## src/rtl/pc_fetch_gen_pkg.sv

```systemverilog
// Shared types for the fetch-address generator: FSM states, redirect sources
// and the fetch step helper.
package pc_fetch_gen_pkg;

  typedef enum logic {
    IDLE = 1'b0,
    REQ  = 1'b1
  } pcgen_state_t;

  typedef enum logic [1:0] {
    REDIR_NONE = 2'd0,
    REDIR_ID   = 2'd1,
    REDIR_EX   = 2'd2
  } redir_src_t;

  function automatic int unsigned fetch_step(input int unsigned fetch_n,
                                             input int unsigned instr_bytes);
    return fetch_n * instr_bytes;
  endfunction

endpackage

```

## src/rtl/pc_fetch_gen_if.sv

```systemverilog
// Instruction-memory request/grant bus between the fetch generator (master)
// and the instruction memory (slave).
interface pc_fetch_gen_if #(
  parameter int ADDR_W = 32
);
  logic              imem_req_o;
  logic [ADDR_W-1:0] imem_addr_o;
  logic              imem_gnt_i;

  modport master (output imem_req_o, output imem_addr_o, input imem_gnt_i);
  modport slave  (input imem_req_o, input imem_addr_o, output imem_gnt_i);
endinterface

```

## src/rtl/pc_fetch_gen_redirect_arb.sv

```systemverilog
// Combinational EX-over-ID redirect select with target alignment handling.
// PCGEN_MISALIGN_CHK_EN: discard misaligned targets and flag them instead of masking.
module pcgen_redirect_arb
  import pc_fetch_gen_pkg::*;
#(
  parameter int          ADDR_W      = 32,
  parameter int unsigned INSTR_BYTES = 4
) (
  input  logic              ex_en,
  input  logic [ADDR_W-1:0] ex_pc,
  input  logic              id_en,
  input  logic [ADDR_W-1:0] id_pc,
  output redir_src_t        src,
  output logic              take,
  output logic [ADDR_W-1:0] target,
  output logic              misalign
);

  localparam logic [ADDR_W-1:0] LOW_MASK = ADDR_W'(INSTR_BYTES - 1);

  logic [ADDR_W-1:0] raw;

  // EX redirects come from the older instruction, so they win over ID jumps.
  always_comb begin
    src = REDIR_NONE;
    raw = '0;
    if (ex_en) begin
      src = REDIR_EX;
      raw = ex_pc;
    end else if (id_en) begin
      src = REDIR_ID;
      raw = id_pc;
    end
  end

`ifdef PCGEN_MISALIGN_CHK_EN
  assign misalign = (src != REDIR_NONE) && ((raw & LOW_MASK) != '0);
  assign take     = (src != REDIR_NONE) && !misalign;
  assign target   = raw;
`else
  assign misalign = 1'b0;
  assign take     = (src != REDIR_NONE);
  assign target   = raw & ~LOW_MASK;
`endif

endmodule

```

## src/rtl/pc_fetch_gen.sv

```systemverilog
// Fetch-address generator: owns the fetch PC, runs the imem request/grant
// handshake and buffers redirects that arrive while a request is pending.
// Optional misaligned-target check: define PCGEN_MISALIGN_CHK_EN.
module pc_fetch_gen
  import pc_fetch_gen_pkg::*;
#(
  parameter int                ADDR_W      = 32,
  parameter logic [ADDR_W-1:0] RESET_PC    = '0,
  parameter int unsigned       INSTR_BYTES = 4,
  parameter int unsigned       FETCH_N     = 1
) (
  input  logic               clk,
  input  logic               rst,
  input  logic               ex_redirect_en_i,
  input  logic [ADDR_W-1:0]  ex_redirect_pc_i,
  input  logic               id_jump_en_i,
  input  logic [ADDR_W-1:0]  id_jump_pc_i,
  input  logic               stall_i,
  pc_fetch_gen_if.master     imem,
  output logic [ADDR_W-1:0]  pc_o,
  output logic               pc_valid_o,
  output logic               misalign_o
);

  localparam logic [ADDR_W-1:0] STEP = ADDR_W'(fetch_step(FETCH_N, INSTR_BYTES));

  pcgen_state_t      state_q, state_d;
  logic              req_q, req_d;
  logic [ADDR_W-1:0] addr_q, addr_d;
  logic [ADDR_W-1:0] pc_d;
  logic              valid_d;
  logic              mis_d;
  logic              pend_valid_q, pend_valid_d;
  logic [ADDR_W-1:0] pend_pc_q, pend_pc_d;

  redir_src_t        redir_src;
  logic              redir_take;
  logic              redir_any;
  logic [ADDR_W-1:0] redir_pc;
  logic              redir_misalign;

  pcgen_redirect_arb #(
    .ADDR_W      (ADDR_W),
    .INSTR_BYTES (INSTR_BYTES)
  ) u_arb (
    .ex_en    (ex_redirect_en_i),
    .ex_pc    (ex_redirect_pc_i),
    .id_en    (id_jump_en_i),
    .id_pc    (id_jump_pc_i),
    .src      (redir_src),
    .take     (redir_take),
    .target   (redir_pc),
    .misalign (redir_misalign)
  );

  // A discarded misaligned redirect still counts here, so its grant is killed.
  assign redir_any = (redir_src != REDIR_NONE);

  assign imem.imem_req_o  = req_q;
  assign imem.imem_addr_o = addr_q;

  always_comb begin
    state_d      = state_q;
    req_d        = req_q;
    addr_d       = addr_q;
    pc_d         = pc_o;
    valid_d      = 1'b0;
    mis_d        = redir_misalign;
    pend_valid_d = pend_valid_q;
    pend_pc_d    = pend_pc_q;

    case (state_q)
      IDLE: begin
        if (redir_take) begin
          addr_d = redir_pc;
        end
        if (!stall_i) begin
          state_d = REQ;
          req_d   = 1'b1;
        end
      end
      REQ: begin
        if (imem.imem_gnt_i) begin
          pc_d         = addr_q;
          valid_d      = !(redir_any || pend_valid_q);
          pend_valid_d = 1'b0;
          if (redir_take) begin
            addr_d = redir_pc;
          end else if (pend_valid_q) begin
            addr_d = pend_pc_q;
          end else begin
            addr_d = addr_q + STEP;
          end
          if (stall_i) begin
            state_d = IDLE;
            req_d   = 1'b0;
          end
        end else if (redir_take) begin
          // Address must stay stable until grant; remember the newest target.
          pend_valid_d = 1'b1;
          pend_pc_d    = redir_pc;
        end
      end
      default: begin
        state_d = IDLE;
        req_d   = 1'b0;
      end
    endcase
  end

  always_ff @(posedge clk or posedge rst) begin
    if (rst) begin
      state_q      <= IDLE;
      req_q        <= 1'b0;
      addr_q       <= RESET_PC;
      pc_o         <= RESET_PC;
      pc_valid_o   <= 1'b0;
      misalign_o   <= 1'b0;
      pend_valid_q <= 1'b0;
      pend_pc_q    <= '0;
    end else begin
      state_q      <= state_d;
      req_q        <= req_d;
      addr_q       <= addr_d;
      pc_o         <= pc_d;
      pc_valid_o   <= valid_d;
      misalign_o   <= mis_d;
      pend_valid_q <= pend_valid_d;
      pend_pc_q    <= pend_pc_d;
    end
  end

endmodule

```

## src/flat_wrapper.sv

```systemverilog
// flat-port wrapper written by rule: the top's interface ports become plain ports
module pc_fetch_gen_flat import pc_fetch_gen_pkg::*;
#(
  parameter int                ADDR_W      = 32,
  parameter logic [ADDR_W-1:0] RESET_PC    = '0,
  parameter int unsigned       INSTR_BYTES = 4,
  parameter int unsigned       FETCH_N     = 1
)
  (clk, rst, ex_redirect_en_i, ex_redirect_pc_i, id_jump_en_i, id_jump_pc_i, stall_i, pc_o, pc_valid_o, misalign_o, imem_imem_req_o, imem_imem_addr_o, imem_imem_gnt_i);
  pc_fetch_gen_if #(.ADDR_W(ADDR_W)) imem_i ();
  input  logic clk;
  input  logic rst;
  input  logic ex_redirect_en_i;
  input  logic [ADDR_W-1:0] ex_redirect_pc_i;
  input  logic id_jump_en_i;
  input  logic [ADDR_W-1:0] id_jump_pc_i;
  input  logic stall_i;
  output logic [ADDR_W-1:0] pc_o;
  output logic pc_valid_o;
  output logic misalign_o;
  output wire logic [$bits(imem_i.imem_req_o)-1:0] imem_imem_req_o;
  output wire logic [$bits(imem_i.imem_addr_o)-1:0] imem_imem_addr_o;
  input wire logic [$bits(imem_i.imem_gnt_i)-1:0] imem_imem_gnt_i;
  assign imem_imem_req_o = imem_i.imem_req_o;
  assign imem_imem_addr_o = imem_i.imem_addr_o;
  assign imem_i.imem_gnt_i = imem_imem_gnt_i;
  pc_fetch_gen #(.ADDR_W(ADDR_W), .RESET_PC(RESET_PC), .INSTR_BYTES(INSTR_BYTES), .FETCH_N(FETCH_N)) u_core (.clk(clk), .rst(rst), .ex_redirect_en_i(ex_redirect_en_i), .ex_redirect_pc_i(ex_redirect_pc_i), .id_jump_en_i(id_jump_en_i), .id_jump_pc_i(id_jump_pc_i), .stall_i(stall_i), .imem(imem_i), .pc_o(pc_o), .pc_valid_o(pc_valid_o), .misalign_o(misalign_o));
endmodule
```

## config.mk

```make
export PLATFORM = sky130hd
export DESIGN_NAME = pc_fetch_gen_flat
export DESIGN_NICKNAME = d
export VERILOG_FILES = /design/src/rtl/pc_fetch_gen_pkg.sv /design/src/rtl/pc_fetch_gen_if.sv /design/src/rtl/pc_fetch_gen_redirect_arb.sv /design/src/rtl/pc_fetch_gen.sv /design/src/flat_wrapper.sv
export SDC_FILE = /design/constraint.sdc
export NUM_CORES = 1
export LEC_CHECK = 0
export ABC_AREA = 1
export CAP_MARGIN = 20
export CELL_PAD_IN_SITES_DETAIL_PLACEMENT = 1
export CELL_PAD_IN_SITES_GLOBAL_PLACEMENT = 1
export CORE_ASPECT_RATIO = 0.6
export CORE_MARGIN = 2
export CORE_UTILIZATION = 35
export DETAILED_ROUTE_END_ITERATION = 12
export PLACE_DENSITY = 0.86
export SLEW_MARGIN = 20
export SYNTH_ARGS = -nofsm -noshare
export SYNTH_HDL_FRONTEND = slang
export SYNTH_SLANG_ARGS = --single-unit
```

## constraint.sdc

```tcl
create_clock -name clk -period 3.6 [get_ports clk]
set_input_delay 0.54 -clock clk [delete_from_list [all_inputs] [get_ports clk]]
set_output_delay 0.54 -clock clk [all_outputs]
set_load 0.02 [all_outputs]
```

# Yosys cells after proc, flatten, opt, wreduce, memory -nomap -nowiden
# Cells that the tools add are included.
classes:
  addsub: 1
  eq_ne: 4
  muxes: 20
  bitwise: 2
  n_reduce_logical: 9
op_table:
  columns: ["operator", "count"]
  rows:
  - ["$mux 32", 6]
  - ["$pmux 32 s2", 1]
  - ["$add 32x3->32 const B", 1]
  - ["$mux 1", 10]
  - ["$ne 2x2->1 const B", 3]
  - ["$reduce_and 2->1", 3]
  - ["$reduce_and 3->1", 2]
  - ["$pmux 1 s2", 2]
  - ["$reduce_bool 2->1", 2]
  - ["$mux 2", 1]
  - ["$ne 2x1->1 const B", 1]
  - ["$not 1->1", 2]
  - ["$logic_not 1->1", 1]
  - ["$logic_or 1x1->1", 1]
totals:
  register_bits: 98
  inputBits: 70
  output_inout_bits: 67
  wordCells: 43

# Longest topological paths before layout
depth:
  depth_word: 7
  depth_mapped: 10

# Modules after synthesis
# A second synthesis with hierarchy kept.
unflattened:
  cells_unflattened: 775
  hier_area_um2: 5625.4
modules_own_cells:
  columns: ["mod", "n_inst", "cells_each", "area_each_um2"]
  rows:
  - ["pc_fetch_gen", 1, 667, 5156.2]
  - ["pcgen_redirect_arb", 1, 108, 469.2]

# Least setup slack after synthesis
# Ideal clock, no wire load.
synth_timing:
  path_kind: "register to register"
  from: "register u_core.addr_q[3] (netlist: u_core.imem.imem_addr_o[3])"
  to: "register u_core.addr_q[12] (netlist: u_core.imem.imem_addr_o[12])"
  arrival_time_ps: 1497
  required_ps: 3474
  path_slack_ps: 1977
  path_stages_with_launch: 8
  n_path_buf: 0
  path_cell_list: "dfrtp_1 ha_1 nand2_1 nor2_2 nand2_1 xor2_1 o21ai_0 a21oi_1"
synth_between:
  elab_chain_cells: 5
synth_lines:
  columns: ["item", "line_no", "text"]
  rows:
  - ["from (decl)", "pc_fetch_gen.sv:29", "logic [ADDR_W-1:0] addr_q, addr_d;"]
  - ["from (signal assigned)", "pc_fetch_gen.sv:124", "addr_q <= addr_d;"]
  - ["$add 32x3->32", "pc_fetch_gen.sv:92", "addr_d = addr_q + STEP;"]
  - ["$mux 32", "pc_fetch_gen.sv:89", "end else if (pend_valid_q) begin"]
  - ["$mux 32", "pc_fetch_gen.sv:87", "if (redir_take) begin"]
  - ["$mux 32", "pc_fetch_gen.sv:83", "if (imem.imem_gnt_i) begin"]
  - ["$pmux 32 s2", "pc_fetch_gen.sv:72", "case (state_q)"]
# No other way between the ends. The select of a mux whose other input is x is not followed.
# A chain may end at the register's enable or synchronous reset.

# Final worst setup path
layout_timing:
  from: "input ex_redirect_en_i"
  to: "register u_core.addr_q[25] (netlist: u_core.imem.imem_addr_o[25])"
layout_between:
  elab_chain_cells: 5
  elab_cells_between_ends: 9
layout_lines:
  columns: ["item", "line_no", "text"]
  rows:
  - ["from (decl)", "flat_wrapper.sv:13", "input logic ex_redirect_en_i;"]
  - ["$mux 2", "pc_fetch_gen_redirect_arb.sv:27", "if (ex_en) begin"]
  - ["$reduce_bool 2->1", "pc_fetch_gen_redirect_arb.sv:42", "assign take = (src != REDIR_NONE);"]
  - ["$mux 32", "pc_fetch_gen.sv:87", null]
  - ["$mux 32", "pc_fetch_gen.sv:83", null]
  - ["$pmux 32 s2", "pc_fetch_gen.sv:72", null]
# Parallel ways exist; a longest one is shown, timed or not. The select of a mux whose other input is x is not followed.

==> results by stage <==
Power:
- The combinational group share of total power is between 30% and 40%.
- The net switching fraction of the power is 36.16%.
- Of the total power, the clock network draws about 29%.
- In this run, flip-flops and latches consume 39.4% of the power.
- The peak supply drop is 0.0002070 V.
- The net switching power of the design is 0.001320 W.
- The leakage power summed over all cells is 3.014 nW.
- In this run the power density over the cells is between 500 and 600 nW/um^2.
- The internal power consumption is 0.002331 W.

Layout:
- The net count of the finished layout is 878.
- The layout has 1780 filler cells.
- From synthesis to final layout, the design area changed by 34.06%.
- The count of inserted antenna diode cells is 0.
- The final design utilization is 47.77%.
- In the final layout, the share of cells above drive strength 1 is 5.419%.

Synth:
- Summing the sequential cell areas from Yosys gives 45.78% of the chip area.
- The netlist uses 28 different library cells.
- After synthesis, the cell types taking the most area are sky130_fd_sc_hd__dfrtp_1, sky130_fd_sc_hd__nand2_1, sky130_fd_sc_hd__nor2_1.
- For this run, the leading register cell type out of synthesis is sky130_fd_sc_hd__dfrtp_1.
- The commonest cells after synthesis are sky130_fd_sc_hd__nand2_1, sky130_fd_sc_hd__nor2_1, sky130_fd_sc_hd__dfrtp_1.
- The synthesized area is 5139 um^2.
- The number of enable flip-flop cells after synthesis is 0.
- The library cell with the highest instance count after synthesis is sky130_fd_sc_hd__nand2_1.
- Counting flops with an async set or reset pin after synthesis yields a share of 100.0%.
- The synthesized design devotes to its leading area cell type 45.78% of total area.
- During synthesis, Yosys emitted a total of 0 warnings.
- The post-synthesis cell count is 693.
- The cell type with the largest total area after synthesis is sky130_fd_sc_hd__dfrtp_1.
- In this run the mean area of a mapped cell was 7.415 um^2.
- The flip-flop and latch count after synthesis is 94.

Die:
- The core area is 14420 um^2.
- The vertical die dimension is 97.86 um.
- The die covers 15700 um^2.
- The floorplan has 34 rows.
- The I/O pin total is 137.
- For this configuration, the core starts out at a cell density of 35.63%.
- The floorplan step set the die width to around 160 um.

Timing:
- Setup repair after global routing left no endpoint under its margin.
- The number of hold violations in the final report was 0.
- Of the available clock period, the critical path in the final layout requires 68.70%.
- The total setup violations reported at the end of the flow is 0.
- Static timing analysis puts the maximum clock frequency at between 400 and 500 MHz.
- The final worst clock skew is 5.178 ps.
- For the pin with the worst max-slew slack, the measured transition is between 900 and 1000 ps.
- The headroom to the max-slew limit is 38.17%.
- The setup TNS is 0 ps.
- The final number of max-transition violations was 0.
- After layout, the worst setup slack is 1127 ps.
- Subtracting the final worst setup slack from the clock period gives 2473 ps.

Placement:
- The weighted congestion at the end of routability-driven global placement is about 0.91.
- Buffers placed on the I/O ports in this run total 127.
- Detailed placement ended at an HPWL of 14020 um.
- The pre-CTS setup slack is 779.7 ps.

GRT:
- The total congestion overflow after global routing is 0.
- Entering global routing, the biggest net connects 52 pins.
- The via count of the first global-routing pass is 5236.
- The number of antenna violations at the first check in global routing is 0.
- Global routing used 24.26% of the available tracks across all layers.
- The first global-routing pass estimated 29480 um of wire.

Worst setup path:
- STA puts the critical path data arrival time at approximately 2800 ps.
- The required time reported for the critical path endpoint is 3880 ps.
- The sort of element at the start of the critical path is an input pin.
- The endpoint class of the critical path is a flop.
- The setup path with the least slack is of type input pin to flop.
- Of all nets on the critical path, the largest fanout is 18.

Detailed routing:
- The final route contains 5220 vias.
- The detailed-routing iteration count for the pre-antenna-repair pass is 5.
- After detailed routing, the number of vias per cell comes to just over 5.
- The initial detailed-routing violation count is 423.
- The final routed DRC violation total is 0.
- The count of nets left with antenna violations once routing finished came out at 0.
- Wires add up to 18350 um.
- Dividing the detail-routed wire length by the instance count gives between 15 and 20 um.

Clock network:
- The total number of clock tree sinks is 94.
- The clock passes through at most 2 buffers.
- Counting the buffers created by CTS gives 9.
- Once the clock tree was built, the setup fixing pass inserted 0 buffers.
- The clock tree root driver cell is sky130_fd_sc_hd__clkbuf_16.
- The hold buffer count at cts is 0.
- The worst-skew pair later-pin latency is 350 ps.
- Once the clock tree was built, the resizer swapped 0 gates to a different size.
- The H-tree depth is 3.
- The CTS tree is built.
- After clock tree synthesis, the clock-pin slew on the worst setup and hold paths is 70 ps.

Job:
- Max-cap violations in this run came to 0.

Min path:
- The path class of the lowest-slack min-delay path is flop to flop.

Status:
- The flow ran to the end, and the final reports show no timing, DRC or antenna violations.
## registers in the layout, summed over array words and instances, names as in the netlist
register and flops:
u_core.imem.imem_addr_o 30, u_core.imem.imem_req_o 1, u_core.pc_valid_o 1, u_core.pc_o 30, u_core.state_q 1, u_core.pend_pc_q 30, u_core.pend_valid_q 1
## power by group through the flow
stage / clock network (W) / registers (W) / logic, W
floorplan: 0 / 0.00155 / 0.000471
global placement: 0 / 0.00144 / 0.00112
detailed placement: 0 / 0.00145 / 0.00116
CTS: 0.00106 / 0.00144 / 0.00116
global route: 0.00111 / 0.00146 / 0.00127
finish: 0.00105 / 0.00144 / 0.00116
## cells in the final DEF, fill, tap and decap left out
cell type                         count
sky130_fd_sc_hd__ha_1                 1
sky130_fd_sc_hd__clkinv_1             1
sky130_fd_sc_hd__a22oi_1             13
sky130_fd_sc_hd__nor2_2               6
sky130_fd_sc_hd__nand4_1              1
sky130_fd_sc_hd__o21ai_2              1
sky130_fd_sc_hd__clkinv_2             3
sky130_fd_sc_hd__o21ai_0             75
sky130_fd_sc_hd__nand2_2              2
sky130_fd_sc_hd__nor4_1               1
sky130_fd_sc_hd__a31oi_1              7
sky130_fd_sc_hd__buf_4               11
sky130_fd_sc_hd__clkbuf_16            9
sky130_fd_sc_hd__bufinv_16            2
sky130_fd_sc_hd__clkdlybuf4s50_1    127
sky130_fd_sc_hd__nor2_1             104
sky130_fd_sc_hd__nand2_1            168
sky130_fd_sc_hd__inv_1               61
sky130_fd_sc_hd__inv_2                2
sky130_fd_sc_hd__mux2_2               2
sky130_fd_sc_hd__a22o_1              23
sky130_fd_sc_hd__nor2_4               2
sky130_fd_sc_hd__buf_12               1
sky130_fd_sc_hd__o21ai_1              2
sky130_fd_sc_hd__conb_1               5
sky130_fd_sc_hd__dfrtp_1             94
sky130_fd_sc_hd__nand3_1             37
sky130_fd_sc_hd__inv_6                2
sky130_fd_sc_hd__clkinv_4             1
sky130_fd_sc_hd__xor2_1               7
sky130_fd_sc_hd__a21oi_1             41
## per-layer routing
metal  vias up  routed length, um  GRT usage (%)
li1       2474                  -              -
met1      2529               9268          36.99
met4         0                197          4.990
met3        16               1607          7.094
met2       201               7272          33.75
met5         -                  0              0
## cells by family after synthesis
| logic type | after synthesis | synth area share, % |
|---|---|---|
| DFF | 94 | 45.78 |
| AOI/OAI and AO/OA | 162 | 18.33 |
| xor gates and xnor gates | 7 | 1.193 |
| adders and majority gates | 1 | 0.2434 |
| muxes | 2 | 0.4382 |
| and+or+nand+nor | 321 | 25.08 |
| buffers and inverters | 105 | 8.863 |
| other | 1 | 0.07298 |
## path summary, 6_finish.rpt
check                                              endpoint                       start  cells past startpoint  slack [ps]
min in group asynchronous                    u_core.pc_o[7]                         rst                      2         680
worst max-delay path            u_core.imem.imem_addr_o[25]            ex_redirect_en_i                      7        1130
max in group asynchronous               u_core.pend_pc_q[5]                         rst                      3        2150
worst min-delay path                        u_core.pc_o[30]             u_core.pc_o[30]                      2         490
worst max register to register  u_core.imem.imem_addr_o[12]  u_core.imem.imem_addr_o[3]                      7        1490
worst min register to register              u_core.pc_o[30]             u_core.pc_o[30]                      2         490
## stage by stage
step	instances	instance area (um^2)	power, W	hold WS (ps)
after detailed placement	994	6568	0.002609	474.0
final	1010	6889	0.003651	485.5
after global placement	994	6568	0.002562	464.9
after CTS	1010	6889	0.003660	491.0
after floorplan	697	5154	0.002020	447.9
after global routing	1010	6889	0.003840	518.9
## worst max-delay path: stages
cell and delay, ps:
sky130_fd_sc_hd__clkdlybuf4s50_1 680, sky130_fd_sc_hd__nor2_4 340, sky130_fd_sc_hd__nand2_1 470, sky130_fd_sc_hd__buf_4 360
sky130_fd_sc_hd__a21oi_1 140, sky130_fd_sc_hd__nand2_1 70, sky130_fd_sc_hd__a21oi_1 130
## layout make-up
type                    count  area [um^2]  area share, %
multi-input cells         498         2349          34.09
flip-flops and latches     94         2352          34.14
clock buffers               9        225.2          3.269
repair buffers            139         1374          19.94
well taps                 198        247.7          3.596
clock inverters             7        96.34          1.398
inverters                  65        245.2          3.560
(Power assumes the default switching activity.)
